$ cat config.mk
export PLATFORM = sky130hd
export DESIGN_NAME = aq_fifo_stream_out
export DESIGN_NICKNAME = d
export VERILOG_FILES = /design/src/rtl/aq_fifo_pkg.sv /design/src/rtl/aq_stream_skid.sv /design/src/rtl/aq_fifo_stream_out.sv
export SDC_FILE = /design/constraint.sdc
export NUM_CORES = 1
export LEC_CHECK = 0
export ABC_AREA = 1
export BUFFER_PORTS_ARGS = -buffer_cell sky130_fd_sc_hd__clkbuf_2
export CORE_MARGIN = 2
export CORE_UTILIZATION = 35
export CTS_CLUSTER_DIAMETER = 80
export CTS_CLUSTER_SIZE = 28
export DETAILED_ROUTE_END_ITERATION = 16
export GPL_TIMING_DRIVEN = 0
export MAX_ROUTING_LAYER = met4
export PLACE_DENSITY = 0.52
export SLEW_MARGIN = 20
export SYNTH_ARGS = -nofsm -noshare
export SYNTH_HDL_FRONTEND = slang
export SYNTH_SLANG_ARGS = --single-unit
$ cat constraint.sdc
create_clock -name CLK -period 3.26 [get_ports CLK]
set_clock_uncertainty 0.1 [all_clocks]
set_input_delay 0.489 -clock CLK [delete_from_list [all_inputs] [get_ports CLK]]
set_output_delay 0.489 -clock CLK [all_outputs]
set_load 0.1 [all_outputs]
$ cat src/rtl/aq_fifo_pkg.sv
// Shared definitions for the sample-FIFO read-side drain stage.
package aq_fifo_pkg;
   localparam int LEN_WIDTH_DEF = 16;

   typedef enum logic [1:0] {
      IDLE   = 2'd0,
      STREAM = 2'd1,
      DRAIN  = 2'd2
   } state_t;
endpackage

$ cat src/rtl/aq_stream_skid.sv
// Two-entry register slice; entry 0 drives the outputs directly.
module aq_stream_skid #(
   parameter int WIDTH = 65
) (
   input  logic             clk,
   input  logic             rst_n,
   input  logic             in_valid,
   output logic             in_ready,
   input  logic [WIDTH-1:0] in_data,
   output logic             out_valid,
   input  logic             out_ready,
   output logic [WIDTH-1:0] out_data
);
   logic             vld0, vld1;
   logic [WIDTH-1:0] d0, d1;
   logic             push, pop;

   assign pop       = vld0 & out_ready;
   // vld1 implies vld0, so the slice is full exactly when vld1 is set
   assign in_ready  = ~vld1 | pop;
   assign push      = in_valid & in_ready;
   assign out_valid = vld0;
   assign out_data  = d0;

   always_ff @(posedge clk or negedge rst_n) begin
      if (!rst_n) begin
         vld0 <= 1'b0;
         vld1 <= 1'b0;
         d0   <= '0;
         d1   <= '0;
      end else begin
         case ({push, pop})
            2'b11: begin
               if (vld1) begin
                  d0 <= d1;
                  d1 <= in_data;
               end else begin
                  d0 <= in_data;
               end
            end
            2'b10: begin
               if (vld0) begin
                  d1   <= in_data;
                  vld1 <= 1'b1;
               end else begin
                  d0   <= in_data;
                  vld0 <= 1'b1;
               end
            end
            2'b01: begin
               if (vld1) d0 <= d1;
               vld0 <= vld1;
               vld1 <= 1'b0;
            end
            default: ;
         endcase
      end
   end
endmodule

$ cat src/rtl/aq_fifo_stream_out.sv
// Drains a show-ahead FIFO into an AXI4-Stream master, cut into packets of PKT_LEN beats.
module aq_fifo_stream_out
   import aq_fifo_pkg::*;
#(
   parameter int FIFO_WIDTH = 64,
   parameter int LEN_WIDTH  = LEN_WIDTH_DEF,
   parameter int CNT_WIDTH  = 32
) (
   input  logic                  CLK,
   input  logic                  RST_N,
   input  logic                  ENABLE,
   input  logic [LEN_WIDTH-1:0]  PKT_LEN,
   output logic                  FIFO_RD_ENA,
   input  logic [FIFO_WIDTH-1:0] FIFO_RD_DATA,
   input  logic                  FIFO_RD_EMPTY,
   output logic                  M_TVALID,
   input  logic                  M_TREADY,
   output logic [FIFO_WIDTH-1:0] M_TDATA,
   output logic                  M_TLAST,
   output logic                  BUSY,
   output logic [CNT_WIDTH-1:0]  PKT_COUNT
);
   localparam logic [LEN_WIDTH:0]   LEN_ONE = (LEN_WIDTH+1)'(1);
   localparam logic [CNT_WIDTH-1:0] CNT_ONE = CNT_WIDTH'(1);

   state_t               state, state_nxt;
   logic [LEN_WIDTH:0]   beats_left, beats_left_nxt;
   logic                 run, pop, tag_last, last_hs;
   logic                 skid_ready, skid_valid;
   logic [FIFO_WIDTH:0]  skid_out;

   assign run         = (state == STREAM) && (beats_left != '0);
   assign pop         = run & ~FIFO_RD_EMPTY & skid_ready;
   assign tag_last    = (beats_left == LEN_ONE);
   assign FIFO_RD_ENA = pop;

   aq_stream_skid #(.WIDTH(FIFO_WIDTH + 1)) u_skid (
      .clk       (CLK),
      .rst_n     (RST_N),
      .in_valid  (pop),
      .in_ready  (skid_ready),
      .in_data   ({tag_last, FIFO_RD_DATA}),
      .out_valid (skid_valid),
      .out_ready (M_TREADY),
      .out_data  (skid_out)
   );

   assign M_TVALID = skid_valid;
   assign M_TDATA  = skid_out[FIFO_WIDTH-1:0];
   // mask the tag so a stale entry can never show TLAST without TVALID
   assign M_TLAST  = skid_valid & skid_out[FIFO_WIDTH];
   assign BUSY     = (state != IDLE);
   assign last_hs  = M_TVALID & M_TREADY & M_TLAST;

   always_comb begin
      state_nxt      = state;
      beats_left_nxt = beats_left;
      case (state)
         IDLE: begin
            if (ENABLE) begin
               state_nxt      = STREAM;
               beats_left_nxt = (PKT_LEN == '0) ? {1'b1, {LEN_WIDTH{1'b0}}} : {1'b0, PKT_LEN};
            end
         end
         STREAM: begin
            if (pop) beats_left_nxt = beats_left - LEN_ONE;
            if (pop && tag_last) state_nxt = DRAIN;
         end
         DRAIN: begin
            if (last_hs) state_nxt = IDLE;
         end
         default: state_nxt = IDLE;
      endcase
   end

   always_ff @(posedge CLK or negedge RST_N) begin
      if (!RST_N) begin
         state      <= IDLE;
         beats_left <= '0;
         PKT_COUNT  <= '0;
      end else begin
         state      <= state_nxt;
         beats_left <= beats_left_nxt;
         if (last_hs) PKT_COUNT <= PKT_COUNT + CNT_ONE;
      end
   end
endmodule

# Word-level counts from Yosys, hierarchy flattened

Cells that the tools add are included.

Flip-flop bits (word level): 183
Bits of input ports: 85
Output and inout bits: 100
Logic and storage cells: 65

Add/subtract/negate cells: 2
Equal/unequal tests: 14
Multiplexer cells: 18
Bitwise logic cells: 9
Reduce and logical (&&, ||, !) cells: 15

Operators by type and width:

| operator              | number |
|---|---|
| $mux 65               | 5 |
| $pmux 65 s3           | 1 |
| $pmux 65 s2           | 1 |
| $mux 17               | 3 |
| $pmux 17 s2           | 1 |
| $add 32x1->32 const B | 1 |
| $eq 17x1->1 const B   | 1 |
| $reduce_bool 17->1    | 1 |
| $sub 17x1->17 const B | 1 |
| $logic_not 16->1      | 1 |
| $reduce_and 3->1      | 4 |
| $ne 2x1->1 const B    | 4 |
| $ne 2x2->1 const B    | 4 |
| $reduce_bool 2->1     | 4 |
| $and 1x1->1           | 6 |
| $eq 2x2->1 const B    | 3 |
| $mux 2                | 3 |
| $pmux 2 s3            | 1 |
| $eq 2x1->1 const B    | 2 |
| $pmux 1 s2            | 2 |
| $reduce_bool 3->1     | 1 |
| $logic_and 1x1->1     | 2 |
| $logic_not 2->1       | 1 |
| $not 1->1             | 2 |
| other kinds (3)       | 3 |

# Depth between registers and ports, before layout

Gate-level depths: netlist of the first run.

Depth after elaboration: 8
Depth in mapped cells: 16
Gate-level depth less buffers: 14

# Cells and area by module

Synthesis of the first run repeated with hierarchy kept, for this count alone.

Cell total of the unflattened synthesis: 1,804
Area total of the unflattened synthesis: 11,399.7 um^2

By module, submodules not included:

| module             | times used | cells each | area an instance (um^2) | seq. area each (um^2) |
|---|---|---|---|---|
| aq_stream_skid     | 1          | 1,277      | 7,892.6                 | 3,303.2 |
| aq_fifo_stream_out | 1          | 527        | 3,507.1                 | 1,276.2 |

# Worst setup path after synthesis of the first run

No wires, ideal clock.

Path type: flip-flop to flip-flop
From: register u_skid.vld0, in the netlist u_skid.out_valid
To: register u_skid.d0[10], in the netlist u_skid.out_data[10]
Library setup time: 0.118 ns
Arrival time: 2.825 ns
Required time: 3.042 ns
Path slack: 0.218 ns
Stages on the path, launching flop included: 11
Buffers on the path: 2
Period minus slack after synthesis: 3.042 ns
Cell sequence: dfrtp_1 -> nand2_2 -> a211oi_1 -> nand2_2 -> ha_1 -> clkinv_1 -> clkbuf_1 -> buf_1 -> o211ai_1 -> nand3_1 -> nand2_1

Longest elaborated chain between the ends: 7
Elaborated cells between the ends (all ways): 12
Classes of those cells: eq/ne (5); mux (1); bitwise (4); reduce/logical (2)

Ends and longest elaborated chain:

| element                                            | RTL line                 | source |
|---|---|---|
| from (decl)                                        | aq_stream_skid.sv:14     | `logic vld0, vld1;` |
| from (signal assigned)                             | aq_stream_skid.sv:52     | `vld0 <= vld1;` |
| $and 1x1->1                                        | aq_stream_skid.sv:18     | `assign pop = vld0 & out_ready;` |
| $or 1x1->1                                         | aq_stream_skid.sv:20     | `assign in_ready = ~vld1 \| pop;` |
| $and 1x1->1                                        | aq_fifo_stream_out.sv:33 | `assign pop = run & ~FIFO_RD_EMPTY & skid_ready;` |
| $and 1x1->1                                        | aq_stream_skid.sv:21     | `assign push = in_valid & in_ready;` |
| $eq 2x1->1 or $eq 2x2->1 (tied branches)           | aq_stream_skid.sv:32     | `case ({push, pop})` |
| $ne 2x1->1 (no line), or another cell as far along | --                       |  |
| $reduce_and 3->1 (no line)                         | --                       |  |
| to (signal assigned)                               | aq_stream_skid.sv:38     | `d0 <= in_data;` |
| to (signal assigned)                               | aq_stream_skid.sv:46     | `d0 <= in_data;` |
| to (decl)                                          | aq_stream_skid.sv:15     | `logic [WIDTH-1:0] d0, d1;` |

Parallel ways exist; a longest one is shown, timed or not.
A chain may end at the register's enable or synchronous reset.

# Final worst setup path of the first run

From: register state[1]
To: register u_skid.d0[6], in the netlist u_skid.out_data[6]

Longest elaborated chain between the ends: 8
Elaborated cells between the ends (all ways): 13
Classes of those cells: eq/ne (6); mux (1); bitwise (3); reduce/logical (3)

Ends and longest elaborated chain:

| element                                            | RTL line                 | source |
|---|---|---|
| from (decl)                                        | aq_fifo_stream_out.sv:26 | `state_t state, state_nxt;` |
| from (signal assigned)                             | aq_fifo_stream_out.sv:82 | `state <= state_nxt;` |
| $eq 2x1->1 (*)                                     | aq_fifo_stream_out.sv:32 | `assign run = (state == STREAM) && (beats_left != '0);` |
| $logic_and 1x1->1 (*)                              | aq_fifo_stream_out.sv:32 |  |
| $and 1x1->1 (*) (2 in a row)                       | aq_fifo_stream_out.sv:33 |  |
| $and 1x1->1 (*)                                    | aq_stream_skid.sv:21     |  |
| $eq 2x1->1 or $eq 2x2->1 (tied branches)           | aq_stream_skid.sv:32     |  |
| $ne 2x1->1 (no line), or another cell as far along | --                       |  |
| $reduce_and 3->1 (no line)                         | --                       |  |

Mark *: on every way between the ends. The rest lies on a longest branch, timed or not.

==> run_results.csv, run 1 <==
group,metric,value,unit
status,status,"finished clean",
power_and_ir_drop,p_total,4.55,mW
clock_network,h-tree-depth,4,
timing,tightest_slew,0.600,ns
clock_network,cts_root_buf,"clkbuf_16",
detailed_routing,wl_per_cell,15.1,µm
cells_and_area,final_cell_mix,"nand2_1, clkbuf_2, dfrtp_1, o21ai_0, inv_1",
worst_setup_path,cp_max_fo,14,
logic_synthesis,synth_edf_count,0,
timing,finalHoldViolCount,0,
global_routing,grt_usage,20.1,%
worst_setup_path,worstPathRequired,3.48,ns
place,dp_hpwl,21500,µm
logic_synthesis,ys_seq_area_share,43.8,%
floorplanning,core,29500,µm²
floorplanning,die_w,177,µm
clock_network,insertion_delay,0.43,ns
power_and_ir_drop,p_int,3.38,mW
timing,setup_violations,0,
global_routing,grt_max_degree,75,
power_and_ir_drop,p_per_area,363,nW/µm²
cells_and_area,fin_area,12500,µm²
worst_setup_path,cp_data_arrival_time,3.20,ns
detailed_routing,vias_per_cell,4.90,
timing,drv_slew,0,
worst_setup_path,startpoint_type,"flip-flop",
power_and_ir_drop,comb_power_share,4.2,%
power_and_ir_drop,vdd.ir_drop.worst,0.000346,V
global_routing,antenna_found_initial,0,
timing,relSlewSlack,60.0,%
global_routing,grt_pass1_wl,48400,µm
detailed_routing,drc,0,
power_and_ir_drop,p_switching,1.17,mW
floorplanning,start_util,35.4,%
clock_network,post-cts-setup-buffers,0,
job,cap_violations,0,
logic_synthesis,syn_area,10500,µm²
place,io_buffer_count,184,
detailed_routing,via_count,9814,
clock_network,clk_pin_slew,0.08,ns
timing,fin_crit,2.98,ns
floorplanning,die-area,31300,µm²
logic_synthesis,avgSynthCellArea,7.49,µm²
floorplanning,ioPinCount,185,
detailed_routing,ant_nets,0,
detailed_routing,drt_iter0_markers,608,
detailed_routing,wl,30300,µm
place,place_area,11900,µm²
timing,setup_tns,0,ns
power_and_ir_drop,swShare,25.7,%
logic_synthesis,synth_cell_types,40,
logic_synthesis,synth_nets,1489,
timing,min_period_over_period,91.4,%
clock_network,cts.path.max_buffers,2,
floorplanning,die_h,177,µm
place,globalplace.congestion,0.839,
logic_synthesis,synth_top_flop_cell,"dfrtp_1",
worst_setup_path,crit_type,"reg -> reg",
timing,fmaxAchievable,336,MHz
logic_synthesis,synthArstFlopShare,100,%
logic_synthesis,yosysWarnings,0,
cells_and_area,layout_commonest_cell,"nand2_1",
min_path,holdCritPathClass,"in -> reg",
clock_network,clock_sinks,183,
clock_network,cts_tree,"built",
cells_and_area,antenna_cells,0,
cells_and_area,layout-drive-gt1-share,21.0,%
logic_synthesis,netlist_instances,1396,
power_and_ir_drop,leakagePower,6.57,nW
logic_synthesis,yosys_register_bits,183,
worst_setup_path,endpoint_kind,"flip-flop",
power_and_ir_drop,p_clk_share,45.9,%
power_and_ir_drop,p_seq_share,49.9,%
cells_and_area,nets,1694,
floorplanning,rows,63,
detailed_routing,drt-pass1-iter-count,5,
global_routing,grt_pass1_vias,9092,
global_routing,grt_overflow,0,
cells_and_area,area_growth,19.9,%
timing,grt_setup_unrepaired,"no",
clock_network,cts_buffers,17,
cell families (layout without fill, tap and decap cells):
group | count (synthesis) | count (layout) | share of synthesized area, %
fa+ha+maj | 8 | 8 | 0.958
mux | 1 | 1 | 0.0958
flops | 183 | 183 | 43.8
simple gates | 639 | 639 | 25.5
buf+inv | 256 | 474 | 12.2
compound gates | 284 | 284 | 15.3
xor+xnor | 25 | 25 | 2.10
flip-flops by register name, indices dropped and copies added (netlist names):
name / cells
u_skid.vld1: 1
u_skid.out_valid: 1
state: 2
PKT_COUNT: 32
u_skid.d1: 65
u_skid.out_data: 65
beats_left: 17
through the flow:
step           worst slack, ns  hold WS, ns  instances  util [%]
2_1_floorplan            0.218       0.0934       1396         -
3_3_place_gp             -2.25        0.362       1970      40.2
3_5_place_dp           -0.0551        0.367       1972      40.4
4_1_cts                 0.0638        0.209       2004      42.4
5_1_grt                 0.0326        0.227       2004      42.5
6_report                 0.281        0.226       2004      42.5
cell type report:
class	instances	area [µm²]
Tap cell	390	488
Clock buffer	18	439
Timing Repair Buffer	187	995
Multi-Input combinational cell	957	4600
Buffer	140	853
Clock inverter	14	133
Fill cell	3126	17000
Inverter	115	437
Sequential cell	183	4580
cells in the mapped netlist, types with 2 or more instances:
master	instances	share of area (%)
nand2_1	433	16
dfrtp_1	183	44
o21ai_0	142	6.8
inv_1	112	4.0
nand3_1	97	4.6
buf_4	72	5.2
a21oi_1	68	3.3
nor2_1	66	2.4
o211ai_1	64	4.6
clkbuf_1	46	1.7
buf_2	16	0.77
xor2_1	14	1.2
xnor2_1	11	0.92
nor3_1	10	0.48
ha_1	8	0.96
nand4_1	8	0.48
buf_1	4	0.14
nand2_2	4	0.24
nand3b_1	4	0.29
or2_2	4	0.24
buf_6	3	0.32
o21ai_1	3	0.14
a31oi_1	2	0.12
and2_1	2	0.12
nor2_2	2	0.12
nor2_4	2	0.22
nor4_1	2	0.12
o21bai_1	2	0.14
metal layers:
layer  routed length [µm]  track usage (%)  vias up
li1                     -                -     4889
met4                  434             5.79        0
met3                 1120             2.19       27
met5                    0                -        -
met1                14900             28.3     4663
met2                13800             30.6      235
path summary, 6_finish.rpt:
| check | cells after the start | startpoint | to | slack, ns |
|---|---|---|---|---|
| worst max-delay path | 11 | state[1]$_DFFE_PN0P_ | u_skid.out_data[6]$_DFFE_PN0P_ | 0.28 |
| worst min-delay path | 3 | FIFO_RD_DATA[20] | u_skid.d1[20]$_DFFE_PN0P_ | 0.23 |
| worst max register to register | 11 | state[1]$_DFFE_PN0P_ | u_skid.out_data[6]$_DFFE_PN0P_ | 0.28 |
| worst min register to register | 1 | state[0]$_DFFE_PN0P_ | state[1]$_DFFE_PN0P_ | 0.38 |
| max in group asynchronous | 3 | RST_N | u_skid.out_data[35]$_DFFE_PN0P_ | 1.85 |
| min in group asynchronous | 2 | RST_N | PKT_COUNT[14]$_DFFE_PN0P_ | 0.46 |
repair_timing:
action	in CTS	in global routing
hold buffers	1	0
endpoints found under the setup margin	35	66
gates resized for setup	1	18
endpoints found under the hold margin	43	0
power by group through the flow:
stage / combinational, mW / clock [mW] / sequential (mW)
floorplan: 0.0625 / 0 / 2.31
global placement: 0.186 / 0 / 2.31
detailed placement: 0.198 / 0 / 2.31
CTS: 0.199 / 2.14 / 2.27
global route: 0.220 / 2.21 / 2.27
finish: 0.193 / 2.09 / 2.27
critical path, stage by stage, from the launching register on:
cell and delay, ns:
dfrtp_1 0.39, inv_1 0.07, nand2_1 0.24, a211oi_1 0.31, nand2_2 0.18, ha_1 0.43, clkinvlp_4 0.33, clkbuf_1 0.35
a21oi_1 0.20, o21ai_0 0.10, nand3_1 0.12, nand2_1 0.06
(Power assumes the default switching activity.)
==> inputs of run 2 (changes only) <==
Settings changed: PLACE_DENSITY 0.52 to unset, PLACE_DENSITY_LB_ADDON set to 0.2.
==> run_results.csv, run 2 (same netlist as run 1, synthesis figures left out) <==
group,metric,value,unit
worst_setup_path,crit_type,"reg -> reg",
worst_setup_path,cp_max_fo,14,
power_and_ir_drop,p_per_area,360,nW/µm²
detailed_routing,wl,30000,µm
floorplanning,start_util,35.4,%
detailed_routing,wl_per_cell,15.0,µm
global_routing,grt_pass1_wl,48500,µm
job,cap_violations,0,
detailed_routing,drc,0,
place,dp.cells,1972,
cells_and_area,fin_cells,2004,
worst_setup_path,r2r-end,"u_skid.out_data[29]$_DFFE_PN0P_",
min_path,hold_path_startpoint,"FIFO_RD_DATA[50]",
clock_network,clock_sinks,183,
clock_network,insertion_delay,0.43,ns
place,dp_slack,-0.0524,ns
min_path,worstHoldPathCells,3,
cells_and_area,layout_commonest_cell,"nand2_1",
clock_network,cts_tree,"built",
global_routing,grt_pass1_vias,9282,
power_and_ir_drop,leakagePower,6.55,nW
min_path,min_to,"u_skid.d1[50]$_DFFE_PN0P_",
clock_network,cts_root_buf,"clkbuf_16",
global_routing,grt_max_degree,71,
timing,drv_slew,0,
timing,min_period_over_period,93.1,%
cells_and_area,multi_input_area,4600,µm²
floorplanning,die_w,177,µm
timing,grt_setup_unrepaired,"no",
global_routing,grt_usage,20.0,%
clock_network,cts.path.max_buffers,2,
clock_network,clk_pin_slew,0.08,ns
detailed_routing,vias_per_cell,4.91,
place,globalplace.congestion,0.824,
global_routing,antenna_found_initial,0,
global_routing,grt_overflow,0,
worst_setup_path,startpoint,"state[1]$_DFFE_PN0P_",
clock_network,post-cts-setup-buffers,0,
detailed_routing,drt_iter0_markers,656,
floorplanning,die_h,177,µm
worst_setup_path,rrSetupSlack,0.23,ns
worst_setup_path,startpoint_type,"flip-flop",
worst_setup_path,regToRegStartpoint,"state[1]$_DFFE_PN0P_",
timing,fin_crit,3.03,ns
cells_and_area,final_cell_mix,"nand2_1, clkbuf_2, dfrtp_1, o21ai_0, inv_1",
detailed_routing,ant_nets,0,
floorplanning,ioPinCount,185,
timing,setup_slack,0.226,ns
timing,tightest_slew,0.632,ns
detailed_routing,via_count,9843,
cells_and_area,fillerInstances,3126,
floorplanning,die-area,31300,µm²
cells_and_area,area_growth,19.7,%
clock_network,cts_buffers,17,
cells_and_area,nets,1694,
status,status,"finished clean",
worst_setup_path,endpoint_kind,"flip-flop",
floorplanning,rows,63,
floorplanning,core,29500,µm²
detailed_routing,drt-pass1-iter-count,7,
timing,finalHoldViolCount,0,
worst_setup_path,worstPathRequired,3.48,ns
place,io_buffer_count,184,
cells_and_area,layout-drive-gt1-share,20.6,%
cells_and_area,antenna_cells,0,
place,dp_hpwl,21300,µm
worst_setup_path,rr_worst_depth,11,
timing,relSlewSlack,57.9,%
clock_network,h-tree-depth,4,
min_path,holdCritPathClass,"in -> reg",
timing,fmaxAchievable,330,MHz
power_and_ir_drop,p_total,4.50,mW
worst_setup_path,cp_data_arrival_time,3.25,ns
cells_and_area,ff_latch_area,4580,µm²
timing,setup_violations,0,
power_and_ir_drop,vdd.ir_drop.worst,0.000329,V
run 2: changes by cell type in the layout (fill, tap and decap cells not counted):
cell      previous run  this run
nor2_2               3         2
clkinv_8             0         1
clkbuf_8             2         1
nor2_1              65        66
clkbuf_1            38        43
buf_2               14        16
clkbuf_4             2         0
inv_8                6         4
clkbuf_2           191       188
inv_6                1         2
clkinv_2             2         1
run 2: power by group:
part / switching (mW) / total, mW / internal (mW)
logic: 0.119 / 0.193 / 0.0739
clock network: 1.02 / 2.04 / 1.02
registers: 0 / 2.27 / 2.27
total: 1.14 / 4.50 / 3.36
run 2: area by class of cell:
type	instances	share of cell area [%]
plain buffers	140	6.75
clock buffers	19	3.46
clock inverters	13	1.04
inverters	115	3.49
multi-input cells	957	36.8
flip-flops and latches	183	36.6
well taps	390	3.90
repair buffers	187	7.95
run 2: metal layers:
layer / vias up / GRT usage (%) / share of wire (%)
li1: 4902 / - / -
met1: 4644 / 27.7 / 48
met2: 270 / 30.7 / 46
met3: 27 / 2.92 / 4.4
met4: 0 / 5.27 / 1.5
met5: - / - / 0
run 2: worst max path at each step:
stage	end	slack (ns)	cells past startpoint
floorplan	u_skid.out_data[10]$_DFFE_PN0P_	0.22	10
global placement	u_skid.out_data[43]$_DFFE_PN0P_	-2.20	1
detailed placement	u_skid.out_data[33]$_DFFE_PN0P_	-0.05	12
CTS	u_skid.out_data[33]$_DFFE_PN0P_	0.02	13
global route	u_skid.out_data[37]$_DFFE_PN0P_	0.001	11
finish	u_skid.out_data[29]$_DFFE_PN0P_	0.23	11
run 2: stage by stage:
step | hold WS [ns] | TNS (ns) | utilization, % | instance area, µm²
detailed placement | 0.367 | -0.275 | 40.4 | 11900
CTS | 0.224 | 0 | 42.4 | 12500
global route | 0.223 | 0 | 42.4 | 12500
global placement | 0.362 | -397.35 | 40.2 | 11900
finish | 0.241 | 0 | 42.4 | 12500
floorplan | 0.0934 | 0 | - | 10500
run 2: critical path: stages, from the launching register on:
cell,delay (ns)
dfrtp_1,0.38
inv_1,0.08
nand2_1,0.24
a211oi_1,0.31
nand2_2,0.18
ha_1,0.45
clkinvlp_4,0.33
clkbuf_1,0.36
a21oi_1,0.20
o21ai_0,0.11
nand3_1,0.12
nand2_1,0.06
run 2: what timing repair did:
item / CTS / global route
hold endpoints to repair: 18 / 0
setup endpoints to repair: 21 / 64
gates cloned: 0 / 0
resized for setup: 0 / 11
hold buffers: 1 / 0
==> inputs of run 3 (changes only) <==
Settings changed: CTS_BUF_LIST set to sky130_fd_sc_hd__clkbuf_4 sky130_fd_sc_hd__clkbuf_8 sky130_fd_sc_hd__clkbuf_16.
==> run_results.csv, run 3 (same netlist as run 1, synthesis figures left out) <==
group,metric,value,unit
status,status,"finished clean",
cells_and_area,final_cell_mix,"nand2_1, clkbuf_2, dfrtp_1, o21ai_0, inv_1",
worst_setup_path,crit_chain,"inv_1, nand2_1, a211oi_1, nand2_2, ha_1, clkinvlp_4, clkbuf_1, a21oi_1, o21ai_0, nand3_1, nand2_1",
detailed_routing,wl_per_cell,15.0,µm
clock_network,clock_sinks,183,
timing,drv_slew,0,
timing,hold-worst-slack,0.241,ns
worst_setup_path,cp.depth,11,
timing,relSlewSlack,58.1,%
clock_network,cts_buffers,17,
power_and_ir_drop,leakagePower,6.56,nW
cells_and_area,fin_cells,2004,
floorplanning,start_util,35.4,%
clock_network,cts_root_buf,"clkbuf_16",
detailed_routing,via_count,9841,
detailed_routing,drt_iter0_markers,656,
timing,fmaxAchievable,330,MHz
power_and_ir_drop,p_total,4.51,mW
global_routing,grt_usage,20.0,%
detailed_routing,wl,30100,µm
floorplanning,core,29500,µm²
timing,setup_slack,0.227,ns
worst_setup_path,critPathBufInv,3,
global_routing,grt_util_met1,27.7,%
clock_network,clk_pin_slew,0.08,ns
timing,setup_tns,0,ns
cells_and_area,antenna_cells,0,
clock_network,h-tree-depth,4,
floorplanning,die_w,177,µm
clock_network,cts_tree,"built",
worst_setup_path,startpoint_type,"flip-flop",
min_path,holdCritPathClass,"in -> reg",
timing,tightest_slew,0.628,ns
timing,fin_crit,3.03,ns
global_routing,grt_pass1_wl,48500,µm
clock_network,insertion_delay,0.43,ns
worst_setup_path,cp_data_arrival_time,3.25,ns
min_path,hold_path_startpoint,"FIFO_RD_DATA[50]",
cells_and_area,layout-drive-gt1-share,20.8,%
place,dp_slack,-0.0524,ns
timing,grt_setup_unrepaired,"no",
detailed_routing,ant_nets,0,
global_routing,top_usage_layer,"met2",
floorplanning,ioPinCount,185,
timing,min_period_over_period,93.0,%
worst_setup_path,crit_top_cell,"nand2_1",
cells_and_area,layout_commonest_cell,"nand2_1",
min_path,worstHoldPathCells,3,
cells_and_area,final_core_util,42.4,%
clock_network,cts.path.max_buffers,2,
global_routing,grt_pass1_vias,9282,
power_and_ir_drop,p_per_area,361,nW/µm²
timing,finalHoldViolCount,0,
job,cap_violations,0,
power_and_ir_drop,vdd.ir_drop.worst,0.000329,V
global_routing,grt_max_degree,71,
cells_and_area,fillerInstances,3126,
global_routing,grt_overflow,0,
global_routing,met3_usage,2.92,%
floorplanning,rows,63,
place,place_area,11900,µm²
cells_and_area,nets,1694,
place,dp.cells,1972,
clock_network,post-cts-setup-buffers,0,
timing,setup_violations,0,
place,io_buffer_count,184,
min_path,min_to,"u_skid.d1[50]$_DFFE_PN0P_",
place,globalplace.congestion,0.824,
worst_setup_path,cpPeakStageDelay,0.45,ns
place,dp_hpwl,21300,µm
global_routing,grt_util_met2,30.7,%
worst_setup_path,endpoint_kind,"flip-flop",
worst_setup_path,r2r-end,"u_skid.out_data[29]$_DFFE_PN0P_",
cells_and_area,fin_area,12500,µm²
detailed_routing,drt-pass1-iter-count,7,
worst_setup_path,crit_type,"reg -> reg",
worst_setup_path,regToRegStartpoint,"state[1]$_DFFE_PN0P_",
worst_setup_path,worstPathRequired,3.48,ns
worst_setup_path,rrSetupSlack,0.23,ns
worst_setup_path,slowest_stage,"ha_1",
floorplanning,die-area,31300,µm²
worst_setup_path,cpLargestDelayFamily,"buffers and inverters",
worst_setup_path,rr_worst_depth,11,
global_routing,antenna_found_initial,0,
worst_setup_path,cp_max_fo,14,
cells_and_area,area_growth,19.8,%
detailed_routing,vias_per_cell,4.91,
floorplanning,die_h,177,µm
detailed_routing,drc,0,
-- run 3: cell count changes in the layout (fill, tap and decap cells not counted) --
cell and delta:
clkbuf_4 +2, clkbuf_1 -2
-- run 3: how the worst max path moves through the flow --
stage | from | end
6_report | state[1]$_DFFE_PN0P_ | u_skid.out_data[29]$_DFFE_PN0P_
3_3_place_gp | RST_N | u_skid.out_data[43]$_DFFE_PN0P_
5_1_grt | state[1]$_DFFE_PN0P_ | u_skid.out_data[37]$_DFFE_PN0P_
4_1_cts | beats_left[9]$_DFFE_PN0P_ | u_skid.out_data[33]$_DFFE_PN0P_
3_5_place_dp | beats_left[9]$_DFFE_PN0P_ | u_skid.out_data[33]$_DFFE_PN0P_
2_1_floorplan | u_skid.out_valid$_DFFE_PN0N_ | u_skid.out_data[10]$_DFFE_PN0P_
-- run 3: what timing repair did --
action                                  4_1_cts  5_1_grt
hold endpoints to repair                     18        0
endpoints found under the setup margin       21       64
hold buffers                                  1        0
gates resized for setup                       0       11
-- run 3: power by group --
part	internal (mW)	total, mW	switching, mW
Sequential	2.27	2.27	0
Combinational	0.0739	0.194	0.120
Clock	1.03	2.05	1.02
Total	3.38	4.51	1.14
-- run 3: area by class of cell --
| cell class | instances | area (µm²) | area share [%] |
|---|---|---|---|
| buffer | 140 | 845 | 6.75 |
| clock buffer | 19 | 440 | 3.52 |
| clock inverter | 13 | 130 | 1.04 |
| inverter | 115 | 437 | 3.49 |
| multi-input combinational | 957 | 4600 | 36.8 |
| sequential | 183 | 4580 | 36.6 |
| tap | 390 | 488 | 3.90 |
| timing repair buffer | 187 | 995 | 7.95 |
-- run 3: layer usage --
layer	up-vias	share of wire (%)	wire [µm]
li1	4896	-	-
met1	4647	48	14400
met2	273	46	13900
met3	25	4.5	1350
met4	0	1.4	430
met5	-	0	0
-- run 3: worst min-delay path, stage by stage --
cell and delay (ns):
clkbuf_2 0.08, inv_1 0.07, o21ai_0 0.08
